## config.mk

```make
export PLATFORM = sky130hd
export DESIGN_NAME = debug_exec_ctrl
export DESIGN_NICKNAME = d
export VERILOG_FILES = /design/src/rtl/debug_pkg.sv /design/src/rtl/debug_bp_match.sv /design/src/rtl/debug_exec_ctrl.sv
export SDC_FILE = /design/constraint.sdc
export NUM_CORES = 1
export LEC_CHECK = 0
export CAP_MARGIN = 20
export CORE_MARGIN = 2
export CORE_UTILIZATION = 52
export DETAILED_ROUTE_END_ITERATION = 6
export GPL_ROUTABILITY_DRIVEN = 1
export HOLD_SLACK_MARGIN = 0.06
export PLACE_DENSITY = 0.77
export SYNTH_ARGS = -nofsm -noshare
export SYNTH_HDL_FRONTEND = slang
export SYNTH_SLANG_ARGS = --single-unit
export TNS_END_PERCENT = 1
```

## constraint.sdc

```tcl
create_clock -name clk -period 2.2 [get_ports clk]
set_input_delay 0.22 -clock clk [delete_from_list [all_inputs] [get_ports clk]]
set_output_delay 0.22 -clock clk [all_outputs]
set_load 0.01 [all_outputs]
```

## src/rtl/debug_pkg.sv

```systemverilog
// Shared opcode and execution-state encodings for the debug harness.
// The host command decoder reuses these constants.
package debug_pkg;

  typedef enum logic [3:0] {
    CMD_NOP   = 4'd0,
    CMD_RUN   = 4'd1,
    CMD_STEPI = 4'd2,
    CMD_STEPC = 4'd3,
    CMD_SETBP = 4'd4,
    CMD_CLRBP = 4'd5,
    CMD_HALT  = 4'd6
  } debug_cmd_e;

  typedef enum logic [2:0] {
    ST_IDLE  = 3'd0,
    ST_RUN   = 3'd1,
    ST_STEPI = 3'd2,
    ST_STEPC = 3'd3,
    ST_DONE  = 3'd4
  } exec_state_e;

  localparam logic [3:0] CMD_LAST_LEGAL = 4'd6;

  function automatic logic is_legal_cmd(input logic [3:0] op);
    return op <= CMD_LAST_LEGAL;
  endfunction

endpackage

```

## src/rtl/debug_bp_match.sv

```systemverilog
// Hardware breakpoint slots: address/enable registers compared in parallel
// against the fetch address; the lowest matching slot wins.
module debug_bp_match #(
  parameter int NUM_BP = 4,
  parameter int ADDR_W = 32,
  localparam int IDX_W = (NUM_BP > 1) ? $clog2(NUM_BP) : 1
) (
  input  logic              clk,
  input  logic              reset_n,
  input  logic              set_en,
  input  logic              clr_en,
  input  logic [IDX_W-1:0]  wr_idx,
  input  logic [ADDR_W-1:0] wr_addr,
  input  logic [ADDR_W-1:0] pc,
  output logic              match,
  output logic [IDX_W-1:0]  match_idx
);

  logic [ADDR_W-1:0] bp_addr [NUM_BP];
  logic [NUM_BP-1:0] bp_en;

  always_ff @(posedge clk or negedge reset_n) begin
    if (!reset_n) begin
      bp_en <= '0;
      for (int i = 0; i < NUM_BP; i++) bp_addr[i] <= '0;
    end else if (set_en) begin
      bp_en[wr_idx]   <= 1'b1;
      bp_addr[wr_idx] <= wr_addr;
    end else if (clr_en) begin
      bp_en[wr_idx] <= 1'b0;
    end
  end

  // Scan from the top so the lowest matching slot is the last one written.
  always_comb begin
    match     = 1'b0;
    match_idx = '0;
    for (int i = NUM_BP - 1; i >= 0; i--) begin
      if (bp_en[i] && (bp_addr[i] == pc)) begin
        match     = 1'b1;
        match_idx = IDX_W'(i);
      end
    end
  end

endmodule

```

## src/rtl/debug_exec_ctrl.sv

```systemverilog
// Debug execution controller: sequences cpu_halt for run/step commands and
// breakpoints. Optional retire counter port enabled by DEBUG_RETIRE_CNT_EN.
//
// state    | meaning
// ---------+-----------------------------------------------------------
// IDLE  0  | CPU halted, waiting for a host command
// RUN   1  | CPU free-running until breakpoint match or HALT
// STEPI 2  | CPU running until the next retired instruction
// STEPC 3  | CPU running for a fixed number of cycles
// DONE  4  | CPU halted, completion pulse for the accepted command
module debug_exec_ctrl
  import debug_pkg::*;
#(
  parameter int NUM_BP = 4,
  parameter int ADDR_W = 32,
  parameter int CYC_W  = 16,
  localparam int IDX_W = (NUM_BP > 1) ? $clog2(NUM_BP) : 1
) (
  input  logic              clk,
  input  logic              reset_n,
  input  logic              cmd_valid,
  output logic              cmd_ready,
  input  logic [3:0]        debug_cmd,
  input  logic [IDX_W-1:0]  cmd_idx,
  input  logic [ADDR_W-1:0] cmd_arg,
  input  logic [ADDR_W-1:0] pc,
  input  logic              instr_retired,
  output logic              cpu_halt,
  output logic              command_complete,
  output logic              cmd_err,
  output logic              bp_hit,
  output logic [IDX_W-1:0]  bp_index,
  output logic [2:0]        ctrl_state
`ifdef DEBUG_RETIRE_CNT_EN
  ,
  output logic [31:0]       retire_count
`endif
);

  exec_state_e      state;
  logic [CYC_W-1:0] cyc_cnt;
  logic             first_run;
  logic             accept;
  logic             idle_accept;
  logic             bp_match_raw;
  logic [IDX_W-1:0] bp_match_idx;
  logic             bp_stop;

  always_comb begin
    cmd_ready = 1'b0;
    case (state)
      ST_IDLE:                     cmd_ready = 1'b1;
      ST_RUN, ST_STEPI, ST_STEPC:  cmd_ready = (debug_cmd == CMD_HALT);
      default:                     cmd_ready = 1'b0;
    endcase
  end

  assign accept      = cmd_valid && cmd_ready;
  assign idle_accept = accept && (state == ST_IDLE);

  // Suppressing the first RUN cycle lets a resume from a breakpoint address make progress.
  assign bp_stop    = (state == ST_RUN) && !first_run && bp_match_raw;
  assign cpu_halt   = !(((state == ST_RUN) && !bp_stop) || (state == ST_STEPI) || (state == ST_STEPC));
  assign ctrl_state = state;

  debug_bp_match #(
    .NUM_BP (NUM_BP),
    .ADDR_W (ADDR_W)
  ) u_bp_match (
    .clk       (clk),
    .reset_n   (reset_n),
    .set_en    (idle_accept && (debug_cmd == CMD_SETBP)),
    .clr_en    (idle_accept && (debug_cmd == CMD_CLRBP)),
    .wr_idx    (cmd_idx),
    .wr_addr   (cmd_arg),
    .pc        (pc),
    .match     (bp_match_raw),
    .match_idx (bp_match_idx)
  );

  always_ff @(posedge clk or negedge reset_n) begin
    if (!reset_n) begin
      state            <= ST_IDLE;
      cyc_cnt          <= '0;
      first_run        <= 1'b0;
      command_complete <= 1'b0;
      cmd_err          <= 1'b0;
      bp_hit           <= 1'b0;
      bp_index         <= '0;
    end else begin
      command_complete <= 1'b0;
      cmd_err          <= 1'b0;
      first_run        <= 1'b0;
      case (state)
        ST_IDLE: begin
          if (cmd_valid) begin
            if (!is_legal_cmd(debug_cmd)) begin
              state            <= ST_DONE;
              command_complete <= 1'b1;
              cmd_err          <= 1'b1;
            end else if (debug_cmd == CMD_RUN) begin
              state     <= ST_RUN;
              bp_hit    <= 1'b0;
              first_run <= 1'b1;
            end else if (debug_cmd == CMD_STEPI) begin
              state <= ST_STEPI;
            end else if (debug_cmd == CMD_STEPC) begin
              state   <= ST_STEPC;
              cyc_cnt <= (cmd_arg[CYC_W-1:0] == '0) ? CYC_W'(1) : cmd_arg[CYC_W-1:0];
            end else begin
              state            <= ST_DONE;
              command_complete <= 1'b1;
            end
          end
        end
        ST_RUN: begin
          if (accept) begin
            state            <= ST_DONE;
            command_complete <= 1'b1;
          end else if (bp_stop) begin
            state            <= ST_DONE;
            command_complete <= 1'b1;
            bp_hit           <= 1'b1;
            bp_index         <= bp_match_idx;
          end
        end
        ST_STEPI: begin
          if (accept || instr_retired) begin
            state            <= ST_DONE;
            command_complete <= 1'b1;
          end
        end
        ST_STEPC: begin
          cyc_cnt <= cyc_cnt - CYC_W'(1);
          if (accept || (cyc_cnt == CYC_W'(1))) begin
            state            <= ST_DONE;
            command_complete <= 1'b1;
          end
        end
        ST_DONE:  state <= ST_IDLE;
        default:  state <= ST_IDLE;
      endcase
    end
  end

`ifdef DEBUG_RETIRE_CNT_EN
  // A retire landing on the clearing cycle is counted as the first one.
  always_ff @(posedge clk or negedge reset_n) begin
    if (!reset_n) begin
      retire_count <= '0;
    end else if (idle_accept && cmd_arg[31] &&
                 ((debug_cmd == CMD_RUN) || (debug_cmd == CMD_STEPI))) begin
      retire_count <= 32'(instr_retired);
    end else if (instr_retired) begin
      retire_count <= retire_count + 32'd1;
    end
  end
`endif

endmodule

```

== Word level (Yosys, flattened, before mapping) ==
Index checks and enable logic that the tools add are counted.

* Input bits: 74
* Register bits: 157
* Output and inout port bits: 10

* Reduce and logical (&&, ||, !) cells: 30
* Add/subtract/negate cells: 1
* Equal/unequal tests: 25
* Mux-type cells: 56
* Bitwise operators: 5
* Order comparisons: 5

{| class="wikitable"
|+ Operator list
! cell !! count
|-
| $bwmux 128 || 1
|-
| $eq 32x32->1 || 4
|-
| $mux 16 || 6
|-
| $demux 32 s2 || 1
|-
| $mux 32 || 1
|-
| $pmux 16 s2 || 1
|-
| $mux 3 || 9
|-
| $mux 1 || 26
|-
| $eq 16x1->1 const B || 1
|-
| $logic_not 16->1 || 1
|-
| $sub 16x1->16 const B || 1
|-
| $logic_and 1x1->1 || 13
|-
| $eq 4x3->1 const B || 3
|-
| $pmux 3 s4 || 1
|-
| $reduce_and 6->1 || 2
|-
| $ne 2x1->1 const B || 5
|-
| $ne 2x2->1 const B || 5
|-
| $eq 4x2->1 const B || 2
|-
| $mux 2 || 4
|-
| $mux 4 || 2
|-
| $eq 3x2->1 const B || 2
|-
| $reduce_bool 2->1 || 3
|-
| $and 4x4->4 || 1
|-
| $eq 4x1->1 const B || 1
|-
| other kinds (20) || 26
|}

== Longest topological paths before layout ==
* Depth after elaboration: 12
* Depth in mapped cells: 9

== By module ==
A second synthesis with hierarchy kept.

* Cells, all modules: 646
* Area total of the unflattened synthesis: 7908.8 sq um

{| class="wikitable"
|+ Modules (own cells, without submodules)
! module !! area each (sq um) !! cells an instance !! times used
|-
| debug_bp_match || 6342.3 || 472 || 1
|-
| debug_exec_ctrl || 1566.5 || 174 || 1
|}

== Worst setup path after synthesis ==
OpenSTA, ideal clock, no wires.

* Kind: flip-flop to flip-flop
* Start: reg state[1], in the netlist ctrl_state[1]
* End: reg u_bp_match.bp_addr[112] (netlist bit)
* Cell stages (with the launch flop): 10
* Data arrival time: 2.050 ns
* Data required time: 2.073 ns
* Buffers on the path: 2
* Path slack: 0.022 ns
* Path through: dfrtp_1 > buf_4 > nor3_4 > nand2_2 > nor2_4 > nand3b_4 > or3_4 > nor2_8 > buf_8 > mux2_1

* Longest elaborated chain between the ends: 6
* Elaborated cells between the ends (all ways): 9

{| class="wikitable"
|+ RTL lines
! item !! RTL line !! RTL
|-
| from (decl) || debug_exec_ctrl.sv:40 || <nowiki>exec_state_e state;</nowiki>
|-
| from (signal assigned) || debug_exec_ctrl.sv:83 || <nowiki>state <= ST_IDLE;</nowiki>
|-
| from (signal assigned) || debug_exec_ctrl.sv:98 || <nowiki>state <= ST_DONE;</nowiki>
|-
| from (signal assigned) || debug_exec_ctrl.sv:102 || <nowiki>state <= ST_RUN;</nowiki>
|-
| $eq 3x1->1 / $eq 3x2->1 (equally long branches) || debug_exec_ctrl.sv:51 || <nowiki>case (state)</nowiki>
|-
| $reduce_or 3->1 || debug_exec_ctrl.sv:51 ||
|-
| $pmux 1 s2 || debug_exec_ctrl.sv:51 ||
|-
| $logic_and 1x1->1 || debug_exec_ctrl.sv:58 || <nowiki>assign accept = cmd_valid && cmd_ready;</nowiki>
|-
| $logic_and 1x1->1 (*) || debug_exec_ctrl.sv:59 || <nowiki>assign idle_accept = accept && (state == ST_IDLE);</nowiki>
|-
| $logic_and 1x1->1 (*) || debug_exec_ctrl.sv:72 || <nowiki>.set_en (idle_accept && (debug_cmd == CMD_SETBP)),</nowiki>
|-
| to (signal, indexed assignment) || debug_bp_match.sv:28 || <nowiki>bp_addr[wr_idx] <= wr_addr;</nowiki>
|-
| to (decl) || debug_bp_match.sv:19 || <nowiki>logic [ADDR_W-1:0] bp_addr [NUM_BP];</nowiki>
|}

Mark *: on every way between the ends. The rest lies on a longest branch, timed or not.
A chain may end at the register's enable or synchronous reset.

== Worst setup path in the final report ==
* Start: reg u_bp_match.bp_addr[74] (netlist bit)
* End: out cpu_halt

* Longest elaborated chain between the ends: 10

{| class="wikitable"
|+ RTL lines
! item !! RTL line !! RTL
|-
| $eq 32x32->1 || debug_bp_match.sv:39 || <nowiki>if (bp_en[i] && (bp_addr[i] == pc)) begin</nowiki>
|-
| $logic_and 1x1->1 || debug_bp_match.sv:39 ||
|-
| $mux 1 (2 in a row) || debug_bp_match.sv:39 ||
|-
| $logic_and 1x1->1 || debug_exec_ctrl.sv:62 || <nowiki>assign bp_stop = (state == ST_RUN) && !first_run && bp_match_raw;</nowiki>
|-
| $logic_not 1->1 || debug_exec_ctrl.sv:63 || <nowiki>assign cpu_halt = !(((state == ST_RUN) && !bp_stop) || (state == ST_STEPI) || (state == ST_STEPC));</nowiki>
|-
| $logic_and 1x1->1 || debug_exec_ctrl.sv:63 ||
|-
| $logic_or 1x1->1 (2 in a row) || debug_exec_ctrl.sv:63 ||
|-
| $logic_not 1->1 || debug_exec_ctrl.sv:63 ||
|-
| to (decl) || debug_exec_ctrl.sv:28 || <nowiki>output logic cpu_halt,</nowiki>
|}

Every way passes these cells.

==> flow_summary.json <==
{
  "diodes": 0,
  "grt_pass1_vias": 6530,
  "post-place-ws_ns": -0.8631,
  "core_um2": 15150,
  "hold_viol_final": 0,
  "die_h_um": 128.2,
  "detail-route-antenna-nets": 0,
  "die_x_um": 128.2,
  "power_density_nw_per_um2": 936.7,
  "wl_um": 22040,
  "dp_cells": 1024,
  "multi_input_area_um2": 3961,
  "h-tree-depth": 4,
  "yosysUniqueCellTypes": 55,
  "ys_seq_area_share_pct": 48.99,
  "grtUsageTotal_pct": 28.47,
  "synth_area_leaders": "dfrtp_1 49%, mux2_2 14%, xor2_1 6.6%, xnor2_1 6.3%, mux2_1 4.4%",
  "clock_latency_ns": 0.43,
  "hold_ws_ns": 0.3460,
  "tightest_slew_ns": 0.6141,
  "grt_pass1_wl_um": 35000,
  "cts_tree": "done",
  "vias_per_cell": 5.783,
  "violations": "setup timing",
  "syn_to_final_growth_pct": 29.60,
  "cp.required_ns": 1.98,
  "fin_skew_ns": 0.008254,
  "die_area_um2": 16430,
  "setup_ws_ns": -0.4987,
  "seqCellArea_um2": 3929,
  "cts_max_path_buffers": 2,
  "io_buffer_count": 83,
  "synthesis.nets": 759,
  "p_leak_nw": 4.894,
  "worstSetupPathType": "register to output pin",
  "drc_errors": 0,
  "avgSynthCellArea_um2": 11.74,
  "initial_utilization_pct": 52.95,
  "setup_viol": 2,
  "netlist_area_um2": 8019,
  "vias": 6107,
  "cp-start-kind": "register",
  "grt_max_degree": 62,
  "gp_congestion": 0.9389,
  "async_reset_ff_share_pct": 100.0,
  "antenna_found_initial": 1,
  "hp-class": "primary input to asynchronous set/reset pin",
  "synthCells": 683,
  "wl_per_cell_um": 20.87,
  "yosys.cell_count.top_type": "dfrtp_1",
  "yosys-top-cells-count": "157 x dfrtp_1, 97 x mux2_2, 60 x xor2_1",
  "max-cap-violations": 0,
  "rows": 45,
  "rsz0062_at_grt": "true",
  "numCtsBuffers": 17,
  "synth_edf_count": 0,
  "cp_data_arrival_time_ns": 2.48,
  "drt-initial-drc-count": 661,
  "drt_first_pass_iters": 5,
  "status": "finished, violations left",
  "cp-end-kind": "output pin",
  "nFillCells": 1093,
  "dp_hpwl_um": 16140,
  "vdd_ir_drop_max_mv": 0.6588,
  "path_max_fanout": 2,
  "post-route-period-util_pct": 122.7,
  "drv_slew": 0,
  "synth_top_area_cell": "dfrtp_1",
  "root_buffer": "clkbuf_16",
  "max_freq_mhz": 370.5,
  "synthFlopType": "dfrtp_1",
  "clkTransAtPathRegs_ns": 0.06,
  "nets": 933,
  "synth-seq-cells": 157,
  "layout.cells.non_filler": 1056,
  "synth_top_area_share_pct": 48.99,
  "drive_gt1_share_pct": 28.11,
  "relSlewSlack_pct": 58.00,
  "overflow": 0,
  "clock-sinks": 157,
  "min_period_ns": 2.699,
  "io_pins": 84,
  "yosysWarnings": 0
}
-- stage by stage --
step | power [mW] | util [%] | TNS (ns) | area (um^2)
floorplan | 5.612 | - | 0 | 8019
global placement | 6.655 | 64.22 | -2.295 | 9727
detailed placement | 6.809 | 64.22 | -3.070 | 9727
CTS | 9.698 | 68.19 | -0.5164 | 10330
global route | 10.21 | 68.62 | -1.180 | 10390
finish | 9.734 | 68.62 | -0.4993 | 10390
-- state kept, by name, indices dropped and copies added, names as in the netlist, named ones only --
signal and flops:
bp_hit 1, bp_index 2, cmd_err 1, command_complete 1
ctrl_state 3, cyc_cnt 16, first_run 1, u_bp_match.bp_addr 128
-- timing repair --
action                                  CTS  global route
pin swaps                                 4             5
hold buffers                              1             0
gates resized for setup                   8            15
endpoints found under the setup margin    1            12
endpoints found under the hold margin    59             0
setup buffers                             1             0
-- power by group --
group / total, mW / internal [mW] / switching [mW]
clock: 2.87 / 1.74 / 1.13
combinational: 2.72 / 1.36 / 1.35
sequential: 4.15 / 3.60 / 0.551
total: 9.73 / 6.70 / 3.03
-- critical path, stage by stage, from the launching register on --
cell     delay [ns]
dfrtp_1        0.38
xor2_1         0.17
nor4_1         0.31
buf_4          0.18
nand4_1        0.09
or4_4          0.50
nand4_1        0.14
a211o_1        0.15
buf_2          0.13
-- area by class of cell --
cell class / instances / share of cell area [%]
inverters: 17 / 0.6140
well taps: 188 / 2.263
clock buffers: 23 / 4.599
repair buffers: 178 / 15.75
flip-flops and latches: 157 / 37.80
multi-input cells: 486 / 38.12
clock inverters: 7 / 0.8548
-- worst paths after layout --
path	endpoint	cells past startpoint	start	slack, ns
hold / removal	u_bp_match.bp_addr[62]	2	reset_n	0.35
max in group asynchronous	asynchronous set/reset pin	3	reset_n	1.16
hold reg to reg	u_bp_match.bp_addr[122]	1	u_bp_match.bp_addr[122]	0.50
setup reg to reg	bp_hit	10	u_bp_match.bp_addr[74]	0
min in group clk	u_bp_match.bp_addr[116]	2	cmd_arg[20]	0.48
setup / recovery	cpu_halt	8	u_bp_match.bp_addr[74]	-0.50
-- cells by family (layout without fill, tap and decap cells) --
logic type / after synthesis / after routing / share of synthesized area, %
and+or+nand+nor: 150 / 150 / 10.67
adders and majority gates: 2 / 2 / 0.3120
AOI/OAI and AO/OA: 88 / 88 / 6.554
xor gates and xnor gates: 118 / 118 / 12.89
DFF: 157 / 157 / 48.99
muxes: 128 / 128 / 17.97
buffers and inverters: 40 / 225 / 2.606
-- per-layer routing --
metal	wire length, um	vias up	global-route usage (%)	share of wire, %
met3	1362	49	6.260	6.2
met4	686	2	12.35	3.1
met5	13	-	0	0.059
li1	-	2768	-	-
met2	10620	223	46.53	48
met1	9358	3065	36.66	42
-- cells in the final DEF, fill, tap and decap left out, drive strengths merged, types with 20 or more instances in the layout --
cell type / n
dfrtp: 157
a21oi: 20
o21ai: 40
nor2: 41
mux2: 128
buf: 96
xor2: 60
xnor2: 58
nor4: 25
clkdlybuf4s50: 80
clkbuf: 23
Note: power is estimated with default switching activity, not from simulation.
